## src/rtl/playback_unit.sv

```systemverilog
// playback_unit: word serializer for the channel data line.
// Accepts WIDTH-bit words over valid/ready into a single holding register,
// then shifts them out LSB-first, one bit per rising edge of samplePulse,
// so a recorder sampling the same pulse train reassembles the word.
module playback_unit #(
    parameter int   WIDTH    = 32,
    parameter logic IDLE_BIT = 1'b0
) (
    input  logic                    clk,
    input  logic                    reset,
    input  logic                    enable,
    input  logic                    samplePulse,
    input  logic [WIDTH-1:0]        wordIn,
    input  logic                    wordValid,
    output logic                    wordReady,
    input  logic                    clearUnderrun,
    output logic                    dOut,
    output logic                    wordDone,
    output logic                    busy,
    output logic [$clog2(WIDTH):0]  bitCount,
    output logic                    underrun,
    output logic [3:0]              DBG
);

    localparam int CNT_W = $clog2(WIDTH) + 1;
    localparam logic [CNT_W-1:0] LAST_CNT = CNT_W'(WIDTH - 1);

    typedef enum logic {
        ST_IDLE  = 1'b0,
        ST_SHIFT = 1'b1
    } state_t;

    state_t             r_state;
    logic               r_spQ;
    logic               r_armed;
    logic [WIDTH-1:0]   r_holdReg;
    logic               r_holdFull;
    logic [WIDTH-1:0]   r_shiftReg;
    logic [CNT_W-1:0]   r_bitCount;
    logic               r_dOut;
    logic               r_wordDone;
    logic               r_underrun;

    state_t             w_state;
    logic [WIDTH-1:0]   w_holdReg;
    logic               w_holdFull;
    logic [WIDTH-1:0]   w_shiftReg;
    logic [CNT_W-1:0]   w_bitCount;
    logic               w_dOut;
    logic               w_wordDone;
    logic               w_underrun;
    logic               w_setUnderrun;
    logic               w_strobe;
    logic               w_accept;

    // r_armed blocks a pulse that is already high when reset releases:
    // it only arms once samplePulse has been seen low.
    assign w_strobe  = enable & samplePulse & ~r_spQ & r_armed;
    assign wordReady = ~r_holdFull;
    assign w_accept  = wordValid & ~r_holdFull;

    assign dOut     = r_dOut;
    assign wordDone = r_wordDone;
    assign busy     = (r_state == ST_SHIFT);
    assign bitCount = r_bitCount;
    assign underrun = r_underrun;
    assign DBG      = {busy, r_holdFull, w_strobe, r_underrun};

    // Rising-edge detector on the sample pulse, with post-reset arming.
    always_ff @(posedge clk) begin
        if (reset) begin
            r_spQ   <= 1'b0;
            r_armed <= 1'b0;
        end else begin
            r_spQ <= samplePulse;
            if (!samplePulse) begin
                r_armed <= 1'b1;
            end
        end
    end

    // Next-state and datapath decisions for the hold/shift pair.
    always_comb begin
        w_state       = r_state;
        w_holdReg     = r_holdReg;
        w_holdFull    = r_holdFull;
        w_shiftReg    = r_shiftReg;
        w_bitCount    = r_bitCount;
        w_dOut        = r_dOut;
        w_wordDone    = 1'b0;
        w_setUnderrun = 1'b0;

        case (r_state)
            ST_IDLE: begin
                if (r_holdFull) begin
                    // Load the shifter; a coincident strobe emits bit 0 at once.
                    w_holdFull = 1'b0;
                    w_state    = ST_SHIFT;
                    if (w_strobe) begin
                        w_dOut     = r_holdReg[0];
                        w_shiftReg = r_holdReg >> 1;
                        w_bitCount = CNT_W'(1);
                    end else begin
                        w_shiftReg = r_holdReg;
                        w_bitCount = '0;
                    end
                end else if (w_strobe) begin
                    w_dOut        = IDLE_BIT;
                    w_setUnderrun = 1'b1;
                end
            end
            ST_SHIFT: begin
                if (w_strobe) begin
                    w_dOut     = r_shiftReg[0];
                    w_shiftReg = r_shiftReg >> 1;
                    if (r_bitCount == LAST_CNT) begin
                        w_wordDone = 1'b1;
                        w_bitCount = '0;
                        if (r_holdFull) begin
                            // Chain straight into the held word: no gap.
                            w_shiftReg = r_holdReg;
                            w_holdFull = 1'b0;
                        end else begin
                            w_state = ST_IDLE;
                        end
                    end else begin
                        w_bitCount = r_bitCount + CNT_W'(1);
                    end
                end
            end
            default: w_state = ST_IDLE;
        endcase

        // Accept only when the hold register is empty, so it never
        // collides with a hold-to-shifter transfer in the same cycle.
        if (w_accept) begin
            w_holdReg  = wordIn;
            w_holdFull = 1'b1;
        end

        // Sticky flag: a set in the same cycle as a clear wins.
        w_underrun = r_underrun;
        if (clearUnderrun) begin
            w_underrun = 1'b0;
        end
        if (w_setUnderrun) begin
            w_underrun = 1'b1;
        end
    end

    // State, hold/shift registers and registered outputs.
    always_ff @(posedge clk) begin
        if (reset) begin
            r_state    <= ST_IDLE;
            r_holdReg  <= '0;
            r_holdFull <= 1'b0;
            r_shiftReg <= '0;
            r_bitCount <= '0;
            r_dOut     <= IDLE_BIT;
            r_wordDone <= 1'b0;
            r_underrun <= 1'b0;
        end else begin
            r_state    <= w_state;
            r_holdReg  <= w_holdReg;
            r_holdFull <= w_holdFull;
            r_shiftReg <= w_shiftReg;
            r_bitCount <= w_bitCount;
            r_dOut     <= w_dOut;
            r_wordDone <= w_wordDone;
            r_underrun <= w_underrun;
        end
    end

endmodule

```

## config.mk

```make
export PLATFORM = sky130hd
export DESIGN_NAME = playback_unit
export DESIGN_NICKNAME = d
export VERILOG_FILES = /design/src/rtl/playback_unit.sv
export SDC_FILE = /design/constraint.sdc
export NUM_CORES = 1
export LEC_CHECK = 0
export BUFFER_PORTS_ARGS = -buffer_cell sky130_fd_sc_hd__buf_2
export CELL_PAD_IN_SITES_DETAIL_PLACEMENT = 1
export CELL_PAD_IN_SITES_GLOBAL_PLACEMENT = 1
export CORE_MARGIN = 5
export CORE_UTILIZATION = 42
export CTS_CLUSTER_DIAMETER = 200
export DETAILED_ROUTE_END_ITERATION = 10
export PLACE_DENSITY = 0.85
export SKIP_CTS_REPAIR_TIMING = 1
export SYNTH_ARGS = -nofsm -noshare
export SYNTH_HDL_FRONTEND = slang
export SYNTH_SLANG_ARGS = --single-unit
```

## constraint.sdc

```tcl
create_clock -name clk -period 2 [get_ports clk]
set_input_delay 0.3 -clock clk [delete_from_list [all_inputs] [get_ports clk]]
set_output_delay 0.3 -clock clk [all_outputs]
set_load 0.005 [all_outputs]
```

Yosys cells after proc, flatten, opt, wreduce, memory -nomap -nowiden
Index checks and enable logic that the tools add are counted.

word-level totals
  input port bits = 38
  bits in registers = 77
  output and inout bits = 15

cells by class
  equality and inequality tests = 6
  reduce and logical (&&, ||, !) cells = 5
  multiplexer cells = 30
  bitwise logic cells = 8
  add/sub/neg operators = 1

operators with widths
  cell                 number
  $mux 32              5
  $pmux 32 s2          1
  $mux 6               3
  $mux 1               17
  $pmux 6 s2           1
  $add 6x1->6 const B  1
  $eq 6x5->1 const B   1
  $ne 3x1->1 const B   2
  $pmux 1 s2           3
  $reduce_and 2->1     3
  $and 1x1->1          4
  $ne 2x2->1 const B   2
  $not 1->1            4
  $reduce_or 3->1      1
  $ne 2x1->1 const B   1
  $reduce_bool 2->1    1

Longest topological paths before layout
  word-level depth = 7
  depth in mapped cells = 8
  gate-level depth less buffers = 5

Least setup slack after synthesis
OpenSTA, ideal clock, no wires.

  path type = register to register
  start point = register r_bitCount[0], in the netlist bitCount[0]
  end point = register r_shiftReg[17]
  arrival time = 1.626 ns
  data required time = 1.914 ns
  path slack = 0.288 ns
  stages on the path, launching flop included = 9
  cell sequence = dfxtp_1 > ha_1 > and3_1 > buf_4 > and3_4 > buf_12 > buf_12 > mux2i_1 > a211oi_1

on the way
  word-level cells in the longest chain between the ends = 4

ends and longest elaborated chain
  item                    RTL line  RTL
  start, declared         39        logic [CNT_W-1:0] r_bitCount;
  start signal, assigned  167       r_bitCount <= w_bitCount;
  $eq 6x5->1              116       if (r_bitCount == LAST_CNT) begin
  $mux 32                 116
  $mux 32                 113       if (w_strobe) begin
  $pmux 32 s2             93        case (r_state)
  end signal, assigned    166       r_shiftReg <= w_shiftReg;
  end, declared           38        logic [WIDTH-1:0] r_shiftReg;

Every way passes these cells. The select of a mux whose other input is x is not followed.
A chain may end at the register's enable or synchronous reset.

Worst setup path after layout
  start point = register r_bitCount[1], in the netlist bitCount[1]
  end point = register r_shiftReg[23]

The elaborated chain is that of the path after synthesis.

==> key figures <==
Die
  – Die ar.: approximately 0.011 sq mm
  – Initial core utilization: between 40% and 50%
  – Rows: 34
  – Core area: about 0.0087 sq mm
  – I/O pin cnt: 53
  – Vert. Die Dim: 104 um
  – Chip Width: 104 um

Critical path
  – CP delay by family, top: simple AND/OR/NAND/NOR gates
  – CP max FO: 12
  – Highest cell delay on the worst timing path: 0.42 ns
  – CP startpoint kind: flip-flop
  – Required time of the critical path: approximately 2.2 ns
  – Critical-path cell list: ha_1 > and3_2 > and3_4 > buf_12 > mux2i_1 > a211oi_1
  – CP max stage cell: dfxtp_1
  – WP data arrival: 2.15 ns
  – Crit path buf inv count: 1
  – Crit path capture type: flip-flop
  – WS Path Type: flip-flop to flip-flop

Synthesis
  – Post-synth top cells: nand2_1 (115), dfxtp_1 (77), a21oi_1 (41)
  – Distinct cells, synth: 38
  – Synth area leaders: dfxtp_1 (41%), nand2_1 (12%), mux2i_1 (8.1%), a211oi_1 (6.7%), a21oi_1 (5.5%)
  – Mapped Nets: 492
  – Syn Area/Cell: roughly 8 sq um
  – Area fraction of the dominant cell type after synthesis: roughly two fifths
  – Synthesized instance count: 453
  – Biggest area consumer among synthesized cells: dfxtp_1
  – YS warnings: 0
  – Most frequent cell after synthesis: nand2_1
  – Post-synthesis async set-or-reset flop share: 0%
  – Post-synth EDFFs: 0
  – Post-Syn Area: between 0.003 and 0.004 sq mm
  – Synth Register Bits: between 70 and 80
  – Main flop type after synthesis: dfxtp_1
  – Seq/Total Area, Yosys: about two fifths

Clock network
  – CTS tree: built
  – Cts bufs inserted: 9
  – H-tree Lvls: 3
  – Clock Latency Late Sink: around 0.36 ns
  – Clock sink count: a little under 80
  – CTS root buf: clkbuf_8
  – Worst-path clk slew: approximately 0.09 ns
  – Clock Path Buffers: 2

Run status
  – Outcome: completed

Drt
  – Vias/cell: about 5.8
  – DR iter-0 viols: between 100 and 150
  – Via count: between 3k and 4k
  – Post-Route WL: between 10 and 15 mm
  – # DRC: 0
  – Routed Antenna Nets: 0
  – 1st-pass router iterations: 6
  – Drt wl/cell: roughly 18 um

STA
  – Worst hold margin: 0.150 ns
  – Final Cycle Share: between 90 and 100%
  – Worst-Margin Slew: approximately 0.46 ns
  – Final worst path period need: between 1.5 and 2 ns
  – Setup Viol. Count Final: 0
  – Slew Viols, Final: 0
  – Slew headroom: between 60% and 70%
  – Achievable frequency: 523 MHz
  – Final Hold Violating Endpoints: 0
  – Clk_skew: ~0.017 ns

Power
  – Clk pwr share: 39.6%
  – Leak pwr: roughly 1.6 nW
  – Register share of total power: between 40% and 50%
  – Int Pwr: 2.66 mW
  – Gate power share: 12.6%
  – Power density over cell area: 831 mW/mm^2
  – Sw Ratio: a little over a quarter
  – P_sw: around 940 uW
  – IR drop worst, VDD: about 0.4 mV

Global routing
  – Gr ovfl total: 0
  – Initial antenna violation count: 1
  – Largest net degree at the start of global routing: 46
  – Vias in the first global route: around 3.6k
  – First-pass GRT wire length: about 18 mm
  – GRT Overall Usage: 19.5%

Cells and area
  – # nets final: 536
  – Non-Filler Instances: 611
  – Area Growth Syn to Fin: 16.6%
  – Post-route core utilization: 49.9%
  – Share of cells above drive strength 1: 25.1%
  – Fin area: 0.00433 sq mm

Placed design
  – Detail Placement HPWL: a little over 7 mm
  – Port Buffer Count: 52
  – DP Area: a little over 0.004 sq mm
  – GP Congestion: 0.866
  – Placed Cells: 590

Min path
  – Hold/Removal Path Class: primary input to flip-flop

Job
  – Number of max-cap violations: 0
==> worst paths after layout <==
kind / start / endpoint / slack (ns) / depth (start not counted)
max reg2reg: bitCount[1] / r_shiftReg[23] / 0.09 / 6
min: samplePulse / r_armed / 0.15 / 2
min reg2reg: r_armed / r_armed / 0.47 / 2
max: bitCount[1] / r_shiftReg[23] / 0.09 / 6
==> power by group through the flow <==
stage          registers (mW)  clock network (mW)  logic [mW]
6_report                 1.72                1.43       0.452
5_1_grt                  1.73                1.52       0.504
4_1_cts                  1.72                1.44       0.451
3_5_place_dp             1.75                   0       0.443
3_3_place_gp             1.75                   0       0.416
2_1_floorplan            1.72                   0       0.308
==> metal layers <==
layer | up-vias | track usage, % | share of wire [%]
met3 | 20 | 3.23 | 3.5
met5 | - | 0 | 0
li1 | 1667 | - | -
met2 | 80 | 33.5 | 51
met1 | 1755 | 24.1 | 43
met4 | 0 | 7.77 | 2.3
==> through the flow <==
step,setup TNS (ns),power (mW),worst slack [ns]
floorplan,0,2.03,0.288
global placement,0,2.16,0.181
detailed placement,0,2.19,0.0517
CTS,0,3.61,0.00368
global route,-0.0351,3.75,-0.0350
finish,0,3.60,0.0874
==> flip-flops by register name (all words and copies together) (netlist names) <==
| signal | count |
|---|---|
| bitCount | 6 |
| busy | 1 |
| dOut | 1 |
| r_armed | 1 |
| r_holdFull | 1 |
| r_holdReg | 32 |
| r_shiftReg | 32 |
| r_spQ | 1 |
| underrun | 1 |
| wordDone | 1 |
==> final cells by class <==
class,instances,area [sq um]
clock inverters,6,111
clock buffers,10,128
repair buffers,76,490
diodes,1,2.50
inverters,5,18.8
well taps,108,135
fillers,1061,4350
flip-flops and latches,77,1540
multi-input cells,328,1900
==> cell usage in the layout, fill, tap and decap left out, types with 2 or more instances in the layout <==
cell / synthesis / layout
o22ai_1: 8 / 8
and3_2: 1 / 2
nand2b_1: 3 / 3
a21oi_1: 41 / 41
nand3_1: 6 / 6
mux2i_1: 30 / 30
nor2b_1: 5 / 4
a31o_2: 21 / 21
nor2_1: 31 / 31
dfxtp_1: 77 / 76
bufinv_16: 0 / 3
buf_2: 7 / 52
nand2_1: 115 / 115
clkbuf_8: 0 / 9
a31o_1: 2 / 2
a311oi_1: 2 / 2
a31oi_1: 2 / 2
nor3_1: 3 / 3
mux2_2: 7 / 7
buf_4: 6 / 20
buf_12: 4 / 4
o21ai_0: 3 / 3
inv_1: 5 / 5
a211oi_1: 33 / 33
==> logic make-up (layout without fill, tap and decap cells) <==
kind of cell / count (synthesis) / in the layout / share of synthesized area (%)
and+or+nand+nor: 173 / 173 / 19.3
buffers and inverters: 48 / 97 / 7.44
other: 0 / 1 / 0
muxes: 37 / 37 / 10.2
AOI/OAI and AO/OA: 117 / 117 / 21.2
adders and majority gates: 1 / 1 / 0.337
DFF: 77 / 77 / 41.5
Note: power is estimated with default switching activity, not from simulation.
